### config.mk
export PLATFORM = sky130hd
export DESIGN_NAME = mem_burst_scheduler
export DESIGN_NICKNAME = d
export VERILOG_FILES = /design/src/rtl/mem_burst_scheduler.sv
export SDC_FILE = /design/constraint.sdc
export NUM_CORES = 1
export LEC_CHECK = 0
export CORE_ASPECT_RATIO = 1.75
export CORE_UTILIZATION = 48
export DETAILED_ROUTE_END_ITERATION = 10
export GPL_TIMING_DRIVEN = 0
export MAX_ROUTING_LAYER = met4
export PLACE_DENSITY = 0.82
export SLEW_MARGIN = 25
export SYNTH_ARGS = -nofsm -noshare
export SYNTH_HDL_FRONTEND = slang
export SYNTH_SLANG_ARGS = --single-unit
### constraint.sdc
create_clock -name clk -period 4.85 [get_ports clk]
set_input_delay 0.7275 -clock clk [delete_from_list [all_inputs] [get_ports clk]]
set_output_delay 0.7275 -clock clk [all_outputs]
set_load 0.01 [all_outputs]
### src/rtl/mem_burst_scheduler.sv
// Round-robin burst scheduler for the shared cellram.
// Urgent ports preempt rotation; a watchdog aborts stuck bursts.
module mem_burst_scheduler #(
  parameter int NUM_PORTS   = 8,
  parameter int PORT_BITS   = 3,
  parameter int DELTA_WIDTH = 11,
  parameter int MAX_BURST   = 64,
  parameter int TIMEOUT     = 1024
) (
  input  logic                             clk,
  input  logic                             reset,
  input  logic [NUM_PORTS-1:0]             port_enable,
  input  logic [NUM_PORTS-1:0]             port_urgent,
  input  logic [NUM_PORTS*DELTA_WIDTH-1:0] port_deltas,
  output logic                             grant_valid,
  output logic [PORT_BITS-1:0]             grant_port,
  output logic [DELTA_WIDTH-1:0]           grant_len,
  input  logic                             grant_ready,
  input  logic                             burst_done,
  output logic                             busy,
  output logic                             timeout_err
);

  localparam int WD_W = $clog2(TIMEOUT);

  typedef enum logic [1:0] {
    S_SCAN,
    S_OFFER,
    S_BUSY
  } state_t;

  state_t                 r_state, w_state_nx;
  logic [PORT_BITS-1:0]   r_rr_ptr, w_rr_nx;
  logic [PORT_BITS-1:0]   r_port, w_port_nx;
  logic [DELTA_WIDTH-1:0] r_len, w_len_nx;
  logic [WD_W-1:0]        r_wdog, w_wdog_nx;
  logic                   r_terr, w_terr_nx;

  logic [DELTA_WIDTH-1:0] w_delta [NUM_PORTS];
  logic [NUM_PORTS-1:0]   w_elig;
  logic [NUM_PORTS-1:0]   w_urg;
  logic [NUM_PORTS-1:0]   w_req;
  logic                   w_found;
  logic [PORT_BITS-1:0]   w_pick;
  logic [DELTA_WIDTH-1:0] w_pick_delta;
  logic [DELTA_WIDTH-1:0] w_pick_len;
  logic [PORT_BITS-1:0]   w_port_inc;

  function automatic logic [PORT_BITS-1:0] f_wrap(input int v);
    if (v >= NUM_PORTS) return PORT_BITS'(v - NUM_PORTS);
    return PORT_BITS'(v);
  endfunction

  always_comb begin
    for (int g = 0; g < NUM_PORTS; g++) begin
      w_delta[g] = port_deltas[g*DELTA_WIDTH +: DELTA_WIDTH];
      w_elig[g]  = port_enable[g] & (w_delta[g] != '0);
    end
    w_urg = w_elig & port_urgent;
    w_req = (w_urg != '0) ? w_urg : w_elig;
  end

  // Walk offsets high to low so the nearest port after rr_ptr wins.
  always_comb begin
    w_found = 1'b0;
    w_pick  = '0;
    for (int i = NUM_PORTS - 1; i >= 0; i--) begin
      if (w_req[f_wrap(int'(r_rr_ptr) + i)]) begin
        w_found = 1'b1;
        w_pick  = f_wrap(int'(r_rr_ptr) + i);
      end
    end
  end

  assign w_pick_delta = w_delta[w_pick];
  assign w_pick_len   = (w_pick_delta > DELTA_WIDTH'(MAX_BURST)) ?
                        DELTA_WIDTH'(MAX_BURST) : w_pick_delta;
  assign w_port_inc   = (r_port == PORT_BITS'(NUM_PORTS - 1)) ?
                        '0 : r_port + 1'b1;

  always_comb begin
    w_state_nx = r_state;
    w_rr_nx    = r_rr_ptr;
    w_port_nx  = r_port;
    w_len_nx   = r_len;
    w_wdog_nx  = r_wdog;
    w_terr_nx  = r_terr;
    unique case (r_state)
      S_SCAN: begin
        if (w_found) begin
          w_state_nx = S_OFFER;
          w_port_nx  = w_pick;
          w_len_nx   = w_pick_len;
        end
      end
      S_OFFER: begin
        if (grant_ready) begin
          w_state_nx = S_BUSY;
          w_rr_nx    = w_port_inc;
          w_wdog_nx  = '0;
        end
      end
      S_BUSY: begin
        if (burst_done) begin
          w_state_nx = S_SCAN;
          w_port_nx  = '0;
          w_len_nx   = '0;
        end else if (r_wdog == WD_W'(TIMEOUT - 1)) begin
          w_state_nx = S_SCAN;
          w_terr_nx  = 1'b1;
          w_port_nx  = '0;
          w_len_nx   = '0;
        end else begin
          w_wdog_nx  = r_wdog + 1'b1;
        end
      end
      default: w_state_nx = S_SCAN;
    endcase
  end

  always_ff @(posedge clk or posedge reset) begin
    if (reset) begin
      r_state  <= S_SCAN;
      r_rr_ptr <= '0;
      r_port   <= '0;
      r_len    <= '0;
      r_wdog   <= '0;
      r_terr   <= 1'b0;
    end else begin
      r_state  <= w_state_nx;
      r_rr_ptr <= w_rr_nx;
      r_port   <= w_port_nx;
      r_len    <= w_len_nx;
      r_wdog   <= w_wdog_nx;
      r_terr   <= w_terr_nx;
    end
  end

  assign grant_valid = (r_state == S_OFFER);
  assign busy        = (r_state != S_SCAN);
  assign grant_port  = r_port;
  assign grant_len   = r_len;
  assign timeout_err = r_terr;

endmodule

Yosys cells after proc, flatten, opt, wreduce, memory -nomap -nowiden
Index checks and enable logic that the tools add are counted.
{ "classes": {"order_cmp": 18, "reduce_logical": 18, "bitwise": 11, "n_eq_ne": 9, "n_addsub": 17, "n_mux": 95} }
{ "op_table": {"columns": ["cell", "n"], "rows": [
  ["2-to-1 mux 3 bit", 36],
  ["nonzero test 11 bit", 8],
  ["2-to-1 mux 11 bit", 6],
  ["binary-select mux 11 bit (select 3 bit)", 1],
  ["greater-or-equal comparator 4 bit, second input constant", 8],
  ["less-than comparator 3 x 4 -> 1 bit, second input constant", 8],
  ["2-to-1 mux 1 bit", 32],
  ["2-to-1 mux 10 bit", 3],
  ["binary-select mux 1 bit (select 3 bit)", 8],
  ["subtractor 3 x 1 -> 3 bit, second input constant", 8],
  ["one-hot mux 11 bit (2 select lines)", 1],
  ["one-hot mux 10 bit (2 select lines)", 1],
  ["adder 3 x 3 -> 4 bit, second input constant", 4],
  ["> comparator 11 x 7 -> 1 bit, second input constant", 1],
  ["adder 10 x 1 -> 10 bit, second input constant", 1],
  ["== test 10 bit, second input constant", 1],
  ["AND reduction 3 bit", 3],
  ["adder 3 x 2 -> 4 bit, second input constant", 2],
  ["AND 1 bit", 8],
  ["AND 8 bit", 1],
  ["2-to-1 mux 2 bit", 4],
  ["2-to-1 mux 8 bit", 1],
  ["nonzero test 8 bit", 1],
  ["inequality test 2 bit, second input constant", 3],
  ["other kinds (16)", 18]
]} }
{ "word_totals": {"in_bits": 108, "register_bits": 30} }

Longest topological paths before layout
{ "depth": {"depth_word": 25, "ltp_mapped": 19, "depth_no_buf": 14} }

Least setup slack after synthesis
Ideal clock, no wire load.
{ "synth_path": {"kind": "input-to-reg", "startpoint": "input port_deltas[77]", "endpoint": "register r_len[6], in the netlist grant_len[6]", "setup_time_ns": 0.122, "setup_slack_ns": 0.342, "path_stages": 16, "t_arrival_ns": 4.387, "cell_sequence": "nor4_2 a31oi_1 a2111oi_4 a21oi_2 o32ai_1 nor4b_1 a41oi_1 a221o_1 a21oi_1 buf_4 buf_6 mux2i_1 nand3b_1 a211oi_1 o221ai_2 a32o_1"} }
{ "synth_between": {"elab_chain_cells": 23, "elab_cells_between_ends": 47, "classes_between": "order compare (1); eq/ne (1); mux (39); bitwise (3); reduce/logical (3)"} }
{ "synth_lines": {"columns": ["element", "line", "text"], "rows": [
  ["start: declaration", "14", "input logic [NUM_PORTS*DELTA_WIDTH-1:0] port_deltas,"],
  ["nonzero test 11 bit", "57", "w_elig[g] = port_enable[g] & (w_delta[g] != '0);"],
  ["AND 1 bit", "57", null],
  ["AND 8 bit", "59", "w_urg = w_elig & port_urgent;"],
  ["nonzero test 8 bit", "60", "w_req = (w_urg != '0) ? w_urg : w_elig;"],
  ["2-to-1 mux 8 bit", "60", null],
  ["binary-select mux 1 bit (select 3 bit)", "68", "if (w_req[f_wrap(int'(r_rr_ptr) + i)]) begin"],
  ["2-to-1 mux 1 bit (not written as such)", "68", null],
  ["2-to-1 mux 3 bit (8 in a row)", "68", null],
  ["inverter 3 -> 4 bit (not written as such)", "75", "assign w_pick_delta = w_delta[w_pick];"],
  ["binary-select mux 11 bit (select 3 bit)", "75", null],
  ["2-to-1 mux 11 bit (not written as such) (2 in a row)", "75", null],
  ["> comparator 11 x 7 -> 1 bit", "76", "assign w_pick_len = (w_pick_delta > DELTA_WIDTH'(MAX_BURST)) ?"],
  ["2-to-1 mux 11 bit", "76", null],
  ["2-to-1 mux 11 bit", "90", "if (w_found) begin"],
  ["one-hot mux 11 bit (2 select lines)", "88", "unique case (r_state)"],
  ["end signal: assignment", "133", "r_len <= w_len_nx;"],
  ["end: declaration", "35", "logic [DELTA_WIDTH-1:0] r_len, w_len_nx;"]
]} }
Parallel ways exist; a longest one is shown, timed or not. The select of a mux whose other input is x is not followed.
A chain may end at the register's enable or synchronous reset.

Worst setup path in the final report
{ "layout_path": {"startpoint": "register r_rr_ptr[1]", "endpoint": "register r_len[5], in the netlist grant_len[5]"} }
{ "layout_between": {"elab_chain_cells": 22, "elab_cells_between_ends": 105, "classes_between": "add/sub (15); order compare (9); eq/ne (1); mux (78); bitwise (1); reduce/logical (1)"} }
{ "layout_lines": {"columns": ["element", "line", "text"], "rows": [
  ["start: declaration", "33", "logic [PORT_BITS-1:0] r_rr_ptr, w_rr_nx;"],
  ["start signal: assignment", "131", "r_rr_ptr <= w_rr_nx;"],
  ["adder 3 x 3 -> 4 bit", "68, 70", null],
  ["greater-or-equal comparator 4 bit / subtractor 3 x 1 -> 3 bit (equally long branches)", "50", "if (v >= NUM_PORTS) return PORT_BITS'(v - NUM_PORTS);"],
  ["2-to-1 mux 1 bit / 2-to-1 mux 3 bit (equally long branches)", "50", null],
  ["2-to-1 mux 3 bit", "51", "return PORT_BITS'(v);"],
  ["binary-select mux 1 bit (select 3 bit)", "68", null],
  ["2-to-1 mux 1 bit (not written as such)", "68", null],
  ["2-to-1 mux 3 bit (8 in a row)", "68", null],
  ["inverter 3 -> 4 bit (not written as such)", "75", null],
  ["binary-select mux 11 bit (select 3 bit)", "75", null],
  ["2-to-1 mux 11 bit (not written as such) (2 in a row)", "75", null],
  ["> comparator 11 x 7 -> 1 bit", "76", null],
  ["2-to-1 mux 11 bit", "76", null],
  ["2-to-1 mux 11 bit", "90", null],
  ["one-hot mux 11 bit (2 select lines)", "88", null]
]} }
Parallel ways exist; a longest one is shown, timed or not. The select of a mux whose other input is x is not followed.

==> key figures <==
Synth
  • Synthesized instance count: 512
  • Mux contribution to synthesized area: between 10% and 20%
  • Netlist cell types: 79
  • Ys async rst share: 100%
  • Top FF cell, synth: dfrtp_1
  • Main combinational cell family by area after synthesis: compound AO/OA/AOI/OAI gates
  • Yosys top cell area share: about a fifth
  • Post-synthesis simple-gate area fraction: between 20% and 30%
  • Syn Nets: about 630
  • Synthesized cell area: around 3900 um2
  • Post-synthesis adder-cell area fraction: 1.59%
  • Yosys warning total: 0
  • Sequential area share after synthesis: between 10% and 20%
  • Top post-synthesis cells by area: dfrtp_1 (19%), nand2_1 (7.7%), mux2i_1 (7.6%)
  • Synth Area in Compound Gates: between 30% and 40%
  • Seq cells post-synth: 30
  • XOR/XNOR Fraction of Synth Area: approximately 2.9%
  • Synth area leader: dfrtp_1
  • Number of enable flip-flop cells after synthesis: 0
  • Syn Area/Cell: roughly 7.7 um2

Critical path
  • Startpoint types: flop
  • Worst r2r src: r_rr_ptr[1]
  • R2R Path End: grant_len[5]
  • CP max stage delay: 0.49 ns
  • Largest fanout on the critical path: 10
  • CP max-delay cell: dfrtp_1
  • Crit path capture type: flop
  • Cell family with most CP delay: compound AO/OA/AOI/OAI gates
  • Cell depth of the worst flop-to-flop path: 18
  • CP Cell Sequence: buf_6 > clkbuf_4 > clkinvlp_4 > ha_4 > clkbuf_4 > nand2_1 > o32ai_4 > nor4b_4 > a41oi_2 > a221o_1 > a21oi_2 > buf_6 > buf_12 > mux2i_1 > mux2i_1 > a211oi_2 > o221ai_4 > o31ai_2
  • WP buf/inv: 6
  • Crit path DAT: between 5 and 6 ns
  • Type of the worst setup path: reg2reg
  • Flop2flop setup slack: -0.56 ns
  • Critical Path RT: around 5.0 ns

Floorplan
  • Die width: approximately 70 um
  • Rows: 43
  • Initial core utilization: 49.7%
  • Core area: between 7000 and 8000 um2
  • Ports: approximately 130
  • Total die area: 8580 um2
  • Die H: ~120 um

Worst hold path
  • Hold wc startpoint: grant_len[1]
  • Hold Path End: grant_len[1]
  • Hold depth: 2
  • HP Class: reg2reg

Final layout
  • FF+latch area: 751 um2
  • P&R area growth vs syn: 79.4%
  • Number of fill cells in the layout: between 300 and 400
  • Number of nets in the layout: 808
  • Commonest non-fill, non-tap cell in the layout: nand2_1
  • Layout cell share with drive strength beyond 1: a little under a third
  • Most frequent cells in the layout: nand2_1 (78), buf_4 (47), nor2_1 (45), dlymetal6s2s_1 (39), dlygate4sd2_1 (36)
  • Multi-input gate area: ~4100 um2

Placed design
  • Gpl congestion: 1.06
  • PortBufs: about 120
  • DPL Wire Length: about 14000 um

Timing
  • Final Hold Viols: 0
  • RSZ-0062 raised after global routing: true
  • Min Tclk post-route: 5.41 ns
  • Least-Margin Pin Slew: approximately 1 ns
  • Max-slew headroom: 34.2%
  • Period Utilization, post-route: 112%
  • Worst Skew: 0.00475 ns
  • Count of pins over their slew limit: 0
  • Fmax achieved: 0.185 GHz
  • Final setup margin: -0.563 ns
  • Total negative setup slack: -3.47 ns
  • Final Setup Violations: 9

Global routing
  • First-pass GRT wire length: 32900 um
  • Vias in the first global route: 6127
  • Largest net degree at the start of global routing: 31
  • Remaining global-route overflow: 0
  • Initial antenna violation count: 2
  • Total track usage: between 50 and 60%

Drt
  • # DRC: 3
  • Routed wire per std cell: 34.3 um
  • Drt pass-1 iters: 11
  • Drt total wl: 27000 um
  • Routed Antenna Nets: 0
  • Initial DRC count: 1455
  • Routed vias/inst: between 8 and 9
  • Via count: approximately 6600

CTS
  • CTS Hold Bufs: 0
  • H-tree Lvls: 2
  • Clock-pin slew on the worst setup and hold paths: about 0.050 ns
  • Clock Tree Buf Depth: 2
  • Clock root cell: clkbuf_16
  • CTS buffer count: 5
  • Clock Latency Late Sink: ~0.28 ns
  • CTS tree: built
  • Sink Count: 30

Run
  • Total of max-cap violations: 0

Run status
  • Failing checks: design-rule violations, negative setup slack
  • Status: finished, violations left
-- synthesized netlist by cell type, types with 5 or more instances --
cell type	n
and2_1	9
a211oi_1	6
mux2_2	10
a31oi_1	14
xor2_1	8
o21ai_0	21
o22ai_1	7
o22a_1	8
nand2b_1	6
inv_1	22
nor4_1	12
o32ai_1	15
a21o_1	6
xnor2_1	5
mux2i_1	30
clkbuf_1	12
nor3_1	16
nor2_1	47
o31ai_1	7
dfrtp_1	30
nand2_1	81
ha_1	5
a21oi_1	19
nand3_1	16
-- final cells by class --
| cell class | instances | share of cell area (%) |
|---|---|---|
| Timing Repair Buffer | 177 | 23.8 |
| Sequential cell | 30 | 10.6 |
| Antenna cell | 2 | 0.0709 |
| Clock buffer | 6 | 1.97 |
| Tap cell | 90 | 1.60 |
| Inverter | 23 | 1.29 |
| Clock inverter | 2 | 0.177 |
| Multi-Input combinational cell | 438 | 58.2 |
| Buffer | 20 | 2.18 |
-- metal layers --
| metal | share of wire [%] | vias to the layer above | GRT usage, % |
|---|---|---|---|
| li1 | - | 2341 | - |
| met1 | 28 | 2877 | 48.3 |
| met2 | 42 | 913 | 84.5 |
| met3 | 14 | 472 | 13.2 |
| met4 | 15 | 0 | 55.8 |
| met5 | 0 | - | - |
-- flip-flops by register name (all words and copies together), names as in the netlist --
signal       cells
grant_len       11
r_state          2
timeout_err      1
grant_port       3
r_wdog          10
r_rr_ptr         3
-- per-stage QoR --
stage          instance area [um2]  worst slack [ns]  hold slack (ns)  utilization (%)  cells
4_1_cts                       6430          0.000465            0.489             81.3    763
6_report                      7060            -0.563            0.497             89.2    788
2_1_floorplan                 3930             0.342            0.471                -    512
3_3_place_gp                  5290             -1.68            0.442             66.9    726
3_5_place_dp                  5290             -1.73            0.469             66.9    726
5_1_grt                       7060            -0.795            0.515             89.2    788
-- what timing repair did --
item	in CTS	in global routing
gates resized for setup	190	147
pin swaps	45	50
gates cloned	1	0
setup endpoints to repair	15	11
setup buffers	30	23
-- worst register-to-register path, delay by kind of cell, from the launching register on --
| family | cells | cell delay, ns |
|---|---|---|
| compound gates | 7 | 1.81 |
| fa+ha+maj | 1 | 0.43 |
| buf+inv | 6 | 1.46 |
| flops | 1 | 0.49 |
| mux | 2 | 0.68 |
| simple gates | 2 | 0.42 |
-- logic make-up after synthesis --
kind of cell	after synthesis
flops	30
simple gates	216
mux	44
buf+inv	45
xor+xnor	13
compound gates	159
fa+ha+maj	5
-- worst max-delay path by stage --
stage                    start      endpoint  slack (ns)  depth (start not counted)
6_report           r_rr_ptr[1]  grant_len[5]       -0.56                         18
3_5_place_dp   port_deltas[55]  grant_len[6]       -1.73                         14
2_1_floorplan  port_deltas[77]  grant_len[6]        0.34                         16
3_3_place_gp   port_deltas[55]  grant_len[6]       -1.68                         14
4_1_cts        port_deltas[65]  grant_len[6]      0.0005                         18
5_1_grt         port_enable[7]  grant_len[6]       -0.79                         18
Power is left out: the tool's default activity adds up to more than one toggle a clock period on the data nets, which glitch-free logic cannot reach.
